$ cat src/rtl/hazard_stall_unit.sv
// Stall/flush control for the ID stage: load-use and HI/LO occupancy hazards,
// taken-branch flush, and a saturating stall counter.
module hazard_stall_unit #(
    parameter int unsigned MULDIV_LATENCY = 32
) (
    input  logic        clk,
    input  logic        rst_n,
    input  logic [4:0]  ID_RegRs,
    input  logic [4:0]  ID_RegRt,
    input  logic        ID_UsesRt,
    input  logic        ID_MulDiv,
    input  logic        ID_ReadsHiLo,
    input  logic        ID_EX_MemRead,
    input  logic [4:0]  ID_EX_RegRt,
    input  logic        EX_BranchTaken,
    output logic        PC_Write,
    output logic        IF_ID_Write,
    output logic        ID_EX_Bubble,
    output logic        IF_ID_Flush,
    output logic        MulDiv_Busy,
    output logic [15:0] Stall_Count
);
    localparam int unsigned CW = $clog2(MULDIV_LATENCY + 1);

    typedef enum logic {IDLE, BUSY} state_t;

    state_t         state_q, state_d;
    logic [CW-1:0]  cnt_q, cnt_d;
    logic [15:0]    stall_cnt_q, stall_cnt_d;
    logic           load_use, hilo_haz, stall, issue;

    // $0 is hardwired, so a load targeting it never produces a value to wait on.
    assign load_use = ID_EX_MemRead && (ID_EX_RegRt != 5'd0) &&
                      ((ID_RegRs == ID_EX_RegRt) ||
                       (ID_UsesRt && (ID_RegRt == ID_EX_RegRt)));
    assign hilo_haz = (state_q == BUSY) && (ID_ReadsHiLo || ID_MulDiv);
    assign stall    = (load_use || hilo_haz) && !EX_BranchTaken;
    assign issue    = ID_MulDiv && !stall && !EX_BranchTaken;

    always_comb begin
        state_d = state_q;
        cnt_d   = cnt_q;
        case (state_q)
            IDLE: begin
                if (issue) begin
                    state_d = BUSY;
                    cnt_d   = CW'(MULDIV_LATENCY);
                end
            end
            BUSY: begin
                // A taken branch does not cancel the in-flight operation.
                cnt_d = cnt_q - CW'(1);
                if (cnt_q == CW'(1)) state_d = IDLE;
            end
            default: begin
                state_d = IDLE;
                cnt_d   = '0;
            end
        endcase
    end

    always_comb begin
        stall_cnt_d = stall_cnt_q;
        if (stall && (stall_cnt_q != 16'hFFFF)) stall_cnt_d = stall_cnt_q + 16'd1;
    end

    always_ff @(posedge clk or negedge rst_n) begin
        if (!rst_n) begin
            state_q     <= IDLE;
            cnt_q       <= '0;
            stall_cnt_q <= '0;
        end else begin
            state_q     <= state_d;
            cnt_q       <= cnt_d;
            stall_cnt_q <= stall_cnt_d;
        end
    end

    // Reset holds the front end frozen with a bubble, independent of inputs.
    always_comb begin
        PC_Write     = 1'b1;
        IF_ID_Write  = 1'b1;
        ID_EX_Bubble = 1'b0;
        IF_ID_Flush  = 1'b0;
        if (!rst_n) begin
            PC_Write     = 1'b0;
            IF_ID_Write  = 1'b0;
            ID_EX_Bubble = 1'b1;
        end else if (EX_BranchTaken) begin
            ID_EX_Bubble = 1'b1;
            IF_ID_Flush  = 1'b1;
        end else if (stall) begin
            PC_Write     = 1'b0;
            IF_ID_Write  = 1'b0;
            ID_EX_Bubble = 1'b1;
        end
    end

    assign MulDiv_Busy = (state_q == BUSY);
    assign Stall_Count = stall_cnt_q;

endmodule

$ cat config.mk
export PLATFORM = sky130hd
export DESIGN_NAME = hazard_stall_unit
export DESIGN_NICKNAME = d
export VERILOG_FILES = /design/src/rtl/hazard_stall_unit.sv
export SDC_FILE = /design/constraint.sdc
export NUM_CORES = 1
export LEC_CHECK = 0
export BUFFER_PORTS_ARGS = -buffer_cell sky130_fd_sc_hd__buf_2
export CORE_MARGIN = 5
export CORE_UTILIZATION = 54
export DETAILED_ROUTE_END_ITERATION = 10
export GPL_TIMING_DRIVEN = 0
export PLACE_DENSITY_LB_ADDON = 0.2
export SYNTH_ARGS = -nofsm -noshare
export SYNTH_HDL_FRONTEND = slang
export SYNTH_SLANG_ARGS = --single-unit
$ cat constraint.sdc
create_clock -name clk -period 6.26 [get_ports clk]
set_clock_uncertainty 0.2 [all_clocks]
set_input_delay 0.313 -clock clk [delete_from_list [all_inputs] [get_ports clk]]
set_output_delay 0.313 -clock clk [all_outputs]
set_load 0.01 [all_outputs]
After elaboration in Yosys (flattened, before gate mapping)
Cells that the tools add are included.
{"block": "op_classes", "add_sub_neg": 2, "n_eq_ne": 5, "n_mux": 13, "n_bitwise": 1, "n_reduce_logical": 14}
{"operator": "adder 16 x 1 -> 16 bit (second input constant)", "count": 1}
{"operator": "!= test 16 bit (second input constant)", "count": 1}
{"operator": "one-hot mux 6 bit (2 select lines)", "count": 1}
{"operator": "equality test 5 bit", "count": 2}
{"operator": "two-way mux 1 bit", "count": 10}
{"operator": "logical AND 1 bit", "count": 8}
{"operator": "equality test 6 x 1 -> 1 bit (second input constant)", "count": 1}
{"operator": "two-way mux 6 bit", "count": 1}
{"operator": "subtractor 6 x 1 -> 6 bit (second input constant)", "count": 1}
{"operator": "nonzero test 5 bit", "count": 1}
{"operator": "logical OR 1 bit", "count": 3}
{"operator": "logical NOT 1 bit", "count": 2}
{"operator": "!= test 2 bit (second input constant)", "count": 1}
{"operator": "one-hot mux 1 bit (2 select lines)", "count": 1}
{"operator": "NOT 1 bit", "count": 1}
{"block": "word_totals", "regBits": 23, "input_bits": 22, "out_inout_bits": 21}

Logic depth before layout (Yosys ltp)
Gate-level depths: netlist (run 1).
{"block": "depth", "depth_word": 11, "ltp_mapped": 8, "mapped_depth_nobuf": 7}

Least setup slack after synthesis (run 1)
Ideal clock, no wire load.
{"block": "synth_timing", "path_kind": "input port to output port", "from": "input port ID_EX_RegRt[1]", "to": "output port PC_Write", "arrival_time_ns": 1.740, "setup_slack_ns": 4.007, "cell_stages": 5, "n_path_buf": 1, "path_cell_list": "or4_4 -> o21ai_4 -> o21ai_1 -> a21boi_0 -> buf_4"}
{"block": "synth_between", "elab_chain_cells": 9, "word_cells_on_any_way": 12, "cone_classes": "eq/ne (2); mux (3); reduce/logical (7)"}
{"element": "start: declaration", "line_no": "14", "text": "input logic [4:0] ID_EX_RegRt,"}
{"element": "equality test 5 bit", "line_no": "35", "text": "(ID_UsesRt && (ID_RegRt == ID_EX_RegRt)));"}
{"element": "logical AND 1 bit", "line_no": "35"}
{"element": "logical OR 1 bit", "line_no": "34", "text": "((ID_RegRs == ID_EX_RegRt) ||"}
{"element": "logical AND 1 bit *", "line_no": "33", "text": "assign load_use = ID_EX_MemRead && (ID_EX_RegRt != 5'd0) &&"}
{"element": "logical OR 1 bit *", "line_no": "37", "text": "assign stall = (load_use || hilo_haz) && !EX_BranchTaken;"}
{"element": "logical AND 1 bit *", "line_no": "37"}
{"element": "two-way mux 1 bit * (3 in series)"}
{"element": "end: declaration", "line_no": "16", "text": "output logic PC_Write,"}
Every way passes the cells marked *; elsewhere a longest branch is shown, timed or not.

Worst setup path after layout (run 1)
{"block": "layout_timing", "from": "register stall_cnt_q[0] (netlist: Stall_Count[0])", "to": "register stall_cnt_q[1] (netlist: Stall_Count[1])"}
{"block": "layout_between", "elab_chain_cells": 2, "word_cells_on_any_way": 3, "cone_classes": "add/sub (1); eq/ne (1); reduce/logical (1)"}
{"element": "start: declaration", "line_no": "29", "text": "logic [15:0] stall_cnt_q, stall_cnt_d;"}
{"element": "start signal: assignment", "line_no": "75", "text": "stall_cnt_q <= stall_cnt_d;"}
{"element": "parallel branches: the longest is 2 deep, another holds adder 16 x 1 -> 16 bit"}
Several ways; the timed one is not identified.
A chain may end at the register's enable or synchronous reset.

==> results.yml, run 1 <==
status:
  outcome: "complete, no violations"
placement:
  routabilityCongestion: 0.779
  port-buffer-count: 42
  dp.cells: 203
  dp_hpwl_um: 2330
  placed_area_mm2: 0.00157
flow_run:
  cap_viol_max_count: 0
layout:
  final_cell_mix: "buf_2 (42), dfrtp_1 (23), xnor2_1 (19)"
  area_growth_pct: 21.5
  final_common_cell: "buf_2"
  fin_area_mm2: 0.00161
  drive_gt1_frac: 0.320
  fin_cells: 208
  num-nets-final: 204
  final_util: 0.668
  diodes: 0
grt:
  grt-ovfl-total: 0
  grt_usage: 0.185
  grt_antenna_before_repair: 0
  grt_max_degree: 27
  first_global_vias: 1142
  grt_pass1_wl_um: 5020
pwr:
  power_density_mw_per_mm2: 303
  ir_worst_vdd_v: 0.000244
  leakage_nw: 0.760
yosys:
  yosysWarnings: 0
  ys_types: 36
  synth-edff-count: 0
  synthCells: 131
  synthFlopType: "dfrtp_1"
  yosysTopAreaCellShare: 0.435
  yosysTopAreaCell: "dfrtp_1"
  avgSynthCellArea_um2: 10.1
  synthesis.nets: 156
  netlist_top_cells_area: "dfrtp_1 (43%), xnor2_1 (13%), xor2_1 (5.3%), nand4_1 (3.3%), nand3_1 (3.0%)"
  synth-seq-area-share: 0.435
  syn_area_mm2: 0.00132
  synthArstFlopShare: 1.00
  ys_seq_elements: 23
die:
  num_rows: 18
  dieArea_mm2: 0.00354
  initial_core_util: 0.549
  die_width_um: 59.5
  io_pins: 43
  fp.dieH_um: 59.5
  core_mm2: 0.00241
min_path:
  hold_path_class: "in -> reg"
worst_setup_path:
  startpoint_type: "register"
  worstPathArrival_ps: 2440
  end_kind: "register"
  critPathBufInv: 1
  crit_type: "reg -> reg"
  crit_slowest_cell: "nor4_1"
  critical-path-top-delay-family: "simple AND/OR/NAND/NOR gates"
  crit_required_ps: 6260
  path_cells: "ha_1 -> nand3_2 -> nor4_1 -> a221o_1 -> a21o_1 -> buf_6 -> mux2_1"
  critPathMaxStageDelay_ps: 480
  cp_max_fo: 10
cts:
  ctsResizeCount: 0
  cts-root-buf: "clkbuf_4"
  clkSlewWorstSetupHoldPaths_ps: 120
  clk_latency_ps: 300
  cts_sinks: 23
  cts-buffers-inserted: 3
  clockBufferDepth: 2
  cts_tree: "done"
  cts_max_level: 1
  post_cts_buffers: 0
route:
  num_vias: 1083
  vias_per_cell: 5.21
  first_pass_iters: 4
  dr.first_iter.drc_count: 22
  wirelength_um: 2890
  antenna_left: 0
  drc: 0
  wire_per_inst_um: 13.9
timing:
  period_minus_slack_ps: 2440
  whs_ps: 221
  fin_setup_tns_ps: 0
  final-hold-violation-count: 0
  max_freq_mhz: 409
  relSlewSlack: 0.617
  fin_crit_sh: 0.390
  drv_slew: 0
  setup-violations-final: 0
  worst_pin_slew_ps: 570
  rsz0062_at_grt: "false"
## worst min-delay path, stage by stage
cell     delay [ps]
buf_2           110
nor3_1          100
nand3_1         110
xnor2_1          60
## through the flow
stage	setup slack (ps)	power, mW
floorplan	4010	0.357
global placement	3850	0.412
detailed placement	3840	0.426
CTS	3800	0.495
global route	3670	0.531
finish	3820	0.487
## registers in the layout, indices dropped and copies added (netlist names)
name	flops
Stall_Count	16
cnt_q	6
MulDiv_Busy	1
## metal layers
metal	GRT usage	wire (um)	vias to the layer above
met3	0.0392	149	2
li1	-	-	548
met2	0.340	1570	20
met1	0.218	1160	513
met5	0	0	-
met4	0.0443	18	0
## power by group
| group | internal, mW | switching [mW] | leakage [nW] |
|---|---|---|---|
| Sequential | 0.190 | 0.0433 | 0.286 |
| Combinational | 0.0850 | 0.102 | 0.457 |
| Clock | 0.0238 | 0.0431 | 0.0177 |
## synthesized netlist by cell type, types with 2 or more instances
cell,instances
nand2_1,5
nor4_1,3
xnor2_1,19
nor3_1,5
nor4_2,2
nand4_1,7
a21o_1,2
o211ai_1,2
ha_1,3
o21ai_1,2
nand3_1,8
xor2_1,8
o21ai_0,3
inv_1,9
nor2_1,10
dfrtp_1,23
## path summary, 6_finish.rpt
path	from	to	cells past startpoint	slack, ps
max in group asynchronous	rst_n	Stall_Count[12]	2	5180
min in group asynchronous	rst_n	Stall_Count[8]	2	310
worst max-delay path	Stall_Count[0]	Stall_Count[1]	7	3820
worst max register to register	Stall_Count[0]	Stall_Count[1]	7	3820
worst min register to register	Stall_Count[13]	Stall_Count[13]	1	310
worst min-delay path	EX_BranchTaken	Stall_Count[7]	4	220
## timing repair
item | in CTS | in global routing
hold buffers | 1 | 0
endpoints found under the hold margin | 23 | 0
setup endpoints to repair | 0 | 0
## final cells by class
| class | count | area, um^2 |
|---|---|---|
| fill | 216 | 801 |
| multi-input combinational | 96 | 691 |
| sequential | 23 | 576 |
| timing repair buffer | 43 | 220 |
| tap | 30 | 37.5 |
| inverter | 9 | 33.8 |
| buffer | 3 | 23.8 |
| clock buffer | 3 | 22.5 |
| clock inverter | 1 | 5.00 |
## logic make-up after synthesis
logic type / count (synthesis) / synth area share
adder cells (fa/ha/maj): 3 / 0.0284
flip-flops: 23 / 0.435
XOR/XNOR: 27 / 0.179
AND/OR/NAND/NOR: 49 / 0.212
buffers and inverters: 12 / 0.0435
AO/OA/AOI/OAI: 15 / 0.0860
multiplexers: 2 / 0.0170
Power figures use the tool's default switching activity.
==> run 2: changes to the inputs <==
--- a/config.mk
+++ b/config.mk
@@ -7,7 +7,7 @@
 export LEC_CHECK = 0
 export BUFFER_PORTS_ARGS = -buffer_cell sky130_fd_sc_hd__buf_2
 export CORE_MARGIN = 5
-export CORE_UTILIZATION = 54
+export CORE_UTILIZATION = 45
 export DETAILED_ROUTE_END_ITERATION = 10
 export GPL_TIMING_DRIVEN = 0
 export PLACE_DENSITY_LB_ADDON = 0.2
==> constraint.sdc (replaced) <==
create_clock -name clk -period 2.1 [get_ports clk]
set_clock_uncertainty 0.2 [all_clocks]
set_input_delay 0.105 -clock clk [delete_from_list [all_inputs] [get_ports clk]]
set_output_delay 0.105 -clock clk [all_outputs]
set_load 0.01 [all_outputs]
==> run 2 against run 1 <==
  * The run now ends with setup timing left
  * Sequential share of layout area shrank 2.4 points
  * First-iteration DRC count up 130%
  * Sequential power increased to 3.0 times the previous value
  * Setup slack worse by 3800 ps
  * Critical endpoint is now Stall_Count[14]
  * Highest routed layer unchanged
==> results.yml, run 2 (synthesis gave the netlist of run 1 again) <==
route:
  dr.first_iter.drc_count: 50
  first_pass_iters: 4
  num_vias: 1140
  wirelength_um: 2970
  vias_per_cell: 5.28
  antenna_left: 0
  wire_per_inst_um: 13.7
  drc: 0
cts:
  cts_max_level: 1
  cts-root-buf: "clkbuf_4"
  clkSlewWorstSetupHoldPaths_ps: 120
  cts_tree: "done"
  cts_sinks: 23
  clk_latency_ps: 310
  cts-buffers-inserted: 3
  clockBufferDepth: 2
grt:
  grt_pass1_wl_um: 5110
  grt_antenna_before_repair: 0
  grt_usage: 0.151
  first_global_vias: 1160
  grt_max_degree: 27
  grt-ovfl-total: 0
pwr:
  leakage_nw: 0.807
  power_density_mw_per_mm2: 904
  ir_worst_vdd_v: 0.000872
layout:
  final_cell_mix: "buf_2 (42), dfrtp_1 (21), xnor2_1 (19)"
  diodes: 0
  largest_reg_flops: 16
  fin_area_mm2: 0.00173
  drive_gt1_frac: 0.389
  area_growth_pct: 30.9
  final_common_cell: "buf_2"
  num-nets-final: 211
worst_setup_path:
  worstReg2RegStart: "Stall_Count[0]"
  crit_path_start: "Stall_Count[0]"
  cp_max_fo: 5
  startpoint_type: "register"
  path_cells: "ha_4 -> nand3_4 -> nor4_4 -> a221o_1 -> a21o_1 -> buf_2 -> nor4_2 -> xnor2_1"
  crit_type: "reg -> reg"
  worstPathArrival_ps: 2150
  crit_slowest_cell: "dfrtp_2"
  crit_required_ps: 2130
  end_kind: "register"
  critPathMaxStageDelay_ps: 450
status:
  outcome: "complete, but fails checks"
  failed_checks: "setup timing"
timing:
  final-hold-violation-count: 0
  setup-violations-final: 1
  fin_crit_sh: 1.01
  relSlewSlack: 0.642
  setup_slack_ps: -15.6
  rsz0062_at_grt: "true"
  max_freq_mhz: 473
  period_minus_slack_ps: 2120
  worst_pin_slew_ps: 534
  drv_slew: 0
die:
  dieArea_mm2: 0.00413
  num_rows: 19
  die_width_um: 64.2
  fp.dieH_um: 64.2
  initial_core_util: 0.476
  core_mm2: 0.00278
  io_pins: 43
placement:
  place_ws_ps: -106
  dp_hpwl_um: 2250
  port-buffer-count: 42
  placed_area_mm2: 0.00158
  routabilityCongestion: 0.813
min_path:
  hold_path_class: "in -> reg"
  worstHoldStart: "EX_BranchTaken"
flow_run:
  cap_viol_max_count: 0
run 2: cell types whose count changed in the layout (fill, tap and decap cells not counted), sizes merged:
cell / change
buf: +6
clkbuf: +1
run 2: area by class of cell:
| type | instances | area (um^2) |
|---|---|---|
| fill | 246 | 1050 |
| multi-input combinational | 96 | 758 |
| sequential | 23 | 578 |
| timing repair buffer | 50 | 273 |
| tap | 31 | 38.8 |
| inverter | 9 | 33.8 |
| buffer | 3 | 23.8 |
| clock buffer | 3 | 22.5 |
| clock inverter | 1 | 5.00 |
run 2: critical path, delay by kind of cell (launching register included):
kind | cells | cell delay, ps
adders and majority gates | 1 | 180
and+or+nand+nor | 3 | 360
buffers and inverters | 1 | 180
DFF | 1 | 450
xor gates and xnor gates | 1 | 160
AOI/OAI and AO/OA | 2 | 510
run 2: worst paths after layout:
kind / endpoint / slack (ps) / cells after the start
min in group asynchronous: cnt_q[5] / 40 / 2
worst min-delay path: Stall_Count[7] / 30 / 4
worst min register to register: Stall_Count[15] / 300 / 1
max in group asynchronous: Stall_Count[10] / 1380 / 2
worst max-delay path: Stall_Count[14] / -20 / 8
worst max register to register: Stall_Count[14] / -20 / 8
run 2: report_power, final:
group	internal (mW)	switching, mW
sequential	0.569	0.134
clock	0.0711	0.132
combinational	0.312	0.349
run 2: stage by stage:
step	setup TNS, ps	instances	power, mW	hold WS, ps	utilization
after floorplan	0	131	1.07	-391	-
after global placement	-275	204	1.24	-77.0	0.568
after detailed placement	-390	204	1.27	-72.3	0.568
after CTS	-22.7	212	1.54	6.41	0.600
after global routing	-107	216	1.71	25.4	0.623
final	-15.6	216	1.57	26.4	0.623
run 2: timing repair:
| action | 4_1_cts | 5_1_grt |
|---|---|---|
| gates cloned | 0 | 1 |
| endpoints found under the hold margin | 23 | 0 |
| buffers inserted | 3 | 3 |
| hold buffers | 1 | 0 |
| pin swaps | 0 | 4 |
| resized for setup | 4 | 9 |
| endpoints found under the setup margin | 11 | 12 |
run 2: per-layer routing:
metal | global-route usage | wire (um) | up-vias
met3 | 0.0385 | 88 | 2
met5 | 0 | 0 | -
met4 | 0.0356 | 17 | 0
met1 | 0.186 | 1260 | 557
met2 | 0.263 | 1610 | 17
li1 | - | - | 564
==> run 3: changes to the inputs <==
--- a/config.mk
+++ b/config.mk
@@ -5,9 +5,10 @@
 export SDC_FILE = /design/constraint.sdc
 export NUM_CORES = 1
 export LEC_CHECK = 0
+export ABC_AREA = 1
 export BUFFER_PORTS_ARGS = -buffer_cell sky130_fd_sc_hd__buf_2
 export CORE_MARGIN = 5
-export CORE_UTILIZATION = 45
+export CORE_UTILIZATION = 48
 export DETAILED_ROUTE_END_ITERATION = 10
 export GPL_TIMING_DRIVEN = 0
 export PLACE_DENSITY_LB_ADDON = 0.2
==> run 3 against run 2 <==
  * The run now ends clean
  * Global-route usage up 0.35 points
  * Combinational power increased by 6.8%
  * Sequential share of layout area shrank 4.2 points
  * Critical path depth is 2 higher
  * First-iteration DRC count shrank 4.0%
==> results.yml, run 3 <==
yosys:
  synthTopCellsByCount: "nand2_1 (64), inv_1 (43), dfrtp_1 (23), nor2_1 (16), o21ai_2 (15)"
  synthArstFlopShare: 1.00
  avgSynthCellArea_um2: 7.28
  netlist_top_cells_area: "dfrtp_1 (35%), nand2_1 (14%), inv_1 (9.7%), o21ai_2 (7.9%), xnor2_1 (5.8%)"
  ys_types: 26
  synth_xor_area_frac: 0.0791
  synth-seq-area-share: 0.347
  syn_area_mm2: 0.00166
  ys_seq_elements: 23
  synthesis.nets: 253
  muxShareOfSynthArea: 0
  synth_simple_gate_area_frac: 0.322
  synth_fa_ha_area_frac: 0.0226
  synth_top_family_by_area: "simple AND/OR/NAND/NOR gates"
  yosysTopAreaCellShare: 0.347
  yosysWarnings: 0
  synth_compound_area_frac: 0.106
  synthFlopType: "dfrtp_1"
  yosysMostFrequentCell: "nand2_1"
  yosysTopAreaCell: "dfrtp_1"
  synth-edff-count: 0
  synthCells: 228
pwr:
  power_density_mw_per_mm2: 823
  leakage_nw: 1.04
  ir_worst_vdd_v: 0.000629
layout:
  regArea_um2: 577
  final_common_cell: "nand2_1"
  drive_gt1_frac: 0.293
  area_growth_pct: 19.1
  num-nets-final: 302
  diodes: 0
  largest_reg_flops: 16
  multi_input_area_um2: 878
  final_cell_mix: "nand2_1 (64), inv_1 (43), buf_2 (41)"
  fillers: 348
  fin_area_mm2: 0.00198
grt:
  grt_antenna_before_repair: 0
  grt_usage: 0.154
  first_global_vias: 1317
  grt_pass1_wl_um: 5610
  grt_max_degree: 27
  grt-ovfl-total: 0
route:
  wire_per_inst_um: 10.1
  drc: 0
  first_pass_iters: 4
  antenna_left: 0
  num_vias: 1472
  dr.first_iter.drc_count: 48
  wirelength_um: 3260
  vias_per_cell: 4.57
timing:
  drv_slew: 0
  period_minus_slack_ps: 1960
  fin_setup_tns_ps: 0
  setup-violations-final: 0
  max_freq_mhz: 511
  rsz0062_at_grt: "false"
  relSlewSlack: 0.761
  fin_crit_sh: 0.931
  whs_ps: 28.5
  worst_pin_slew_ps: 359
  final-hold-violation-count: 0
die:
  num_rows: 21
  fp.dieH_um: 68.8
  dieArea_mm2: 0.00474
  core_mm2: 0.00334
  io_pins: 43
  initial_core_util: 0.498
  die_width_um: 68.8
worst_setup_path:
  end_kind: "register"
  worstReg2RegStart: "Stall_Count[0]"
  cp_max_fo: 10
  reg2reg_to: "Stall_Count[12]"
  startpoint_type: "register"
  crit_type: "reg -> reg"
  crit_required_ps: 2150
  crit_path_start: "Stall_Count[0]"
  worstPathArrival_ps: 2000
  reg2reg_slack_ps: 140
  endpoint: "Stall_Count[12]"
  r2r_cells: 10
cts:
  cts_tree: "done"
  cts_sinks: 23
  clkSlewWorstSetupHoldPaths_ps: 140
  clockBufferDepth: 2
  cts-root-buf: "clkbuf_4"
  clk_latency_ps: 320
  post_cts_buffers: 0
  cts-buffers-inserted: 3
  cts_max_level: 1
flow_run:
  cap_viol_max_count: 0
placement:
  placed_area_mm2: 0.00193
  port-buffer-count: 42
  routabilityCongestion: 0.888
  dp_hpwl_um: 2480
min_path:
  hold_path_class: "in -> async"
status:
  outcome: "complete, no violations"
==> run 3: worst min path at each step <==
| stage | start | to | slack [ps] |
|---|---|---|---|
| 2_1_floorplan | rst_n | MulDiv_Busy | -390 |
| 3_3_place_gp | rst_n | Stall_Count[3] | -70 |
| 3_5_place_dp | rst_n | Stall_Count[3] | -70 |
| 4_1_cts | ID_MulDiv | MulDiv_Busy | 30 |
| 5_1_grt | rst_n | Stall_Count[5] | 70 |
| 6_report | rst_n | Stall_Count[3] | 30 |
==> run 3: cell type report <==
cell class / instances / area share
Clock buffer: 4 / 0.0133
Timing Repair Buffer: 44 / 0.118
Tap cell: 46 / 0.0291
Sequential cell: 23 / 0.292
Multi-Input combinational cell: 157 / 0.444
Buffer: 4 / 0.0209
Inverter: 44 / 0.0835
==> run 3: per-layer routing <==
layer / track usage / part of all wire / wire length [um]
met1: 0.197 / 0.46 / 1510
met2: 0.265 / 0.47 / 1540
met3: 0.0308 / 0.057 / 185
met4: 0.0389 / 0.0077 / 25
met5: 0 / 0 / 0
==> run 3: cell families (layout without fill, tap and decap cells) <==
logic type,after synthesis,count (layout)
and+or+nand+nor,117,117
buffers and inverters,48,96
DFF,23,23
AOI/OAI and AO/OA,22,22
xor gates and xnor gates,15,15
adders and majority gates,3,3
==> run 3: where the power goes <==
part	switching [mW]	internal (mW)
clock	0.137	0.0743
sequential	0.149	0.562
combinational	0.394	0.313
total	0.680	0.949
==> run 3: timing repair <==
action	in CTS	in global routing
hold buffers	2	0
endpoints found under the setup margin	0	16
endpoints found under the hold margin	24	0
gates resized for setup	0	3
==> run 3: worst max-delay path: stages, from the launching register on <==
cell,delay (ps)
dfrtp_2,430
ha_1,210
nand3_2,150
nor2_4,150
nand2_2,90
nor2_2,100
nand4_2,110
nand3_2,150
buf_6,190
nand2_2,60
o21ai_2,50
==> run 3: per-stage QoR <==
step	worst slack, ps	cells	util	power, mW
2_1_floorplan	260	228	-	1.22
3_3_place_gp	111	316	0.578	1.41
3_5_place_dp	108	316	0.578	1.43
4_1_cts	64.9	322	0.592	1.65
5_1_grt	7.51	322	0.593	1.79
6_report	144	322	0.593	1.63
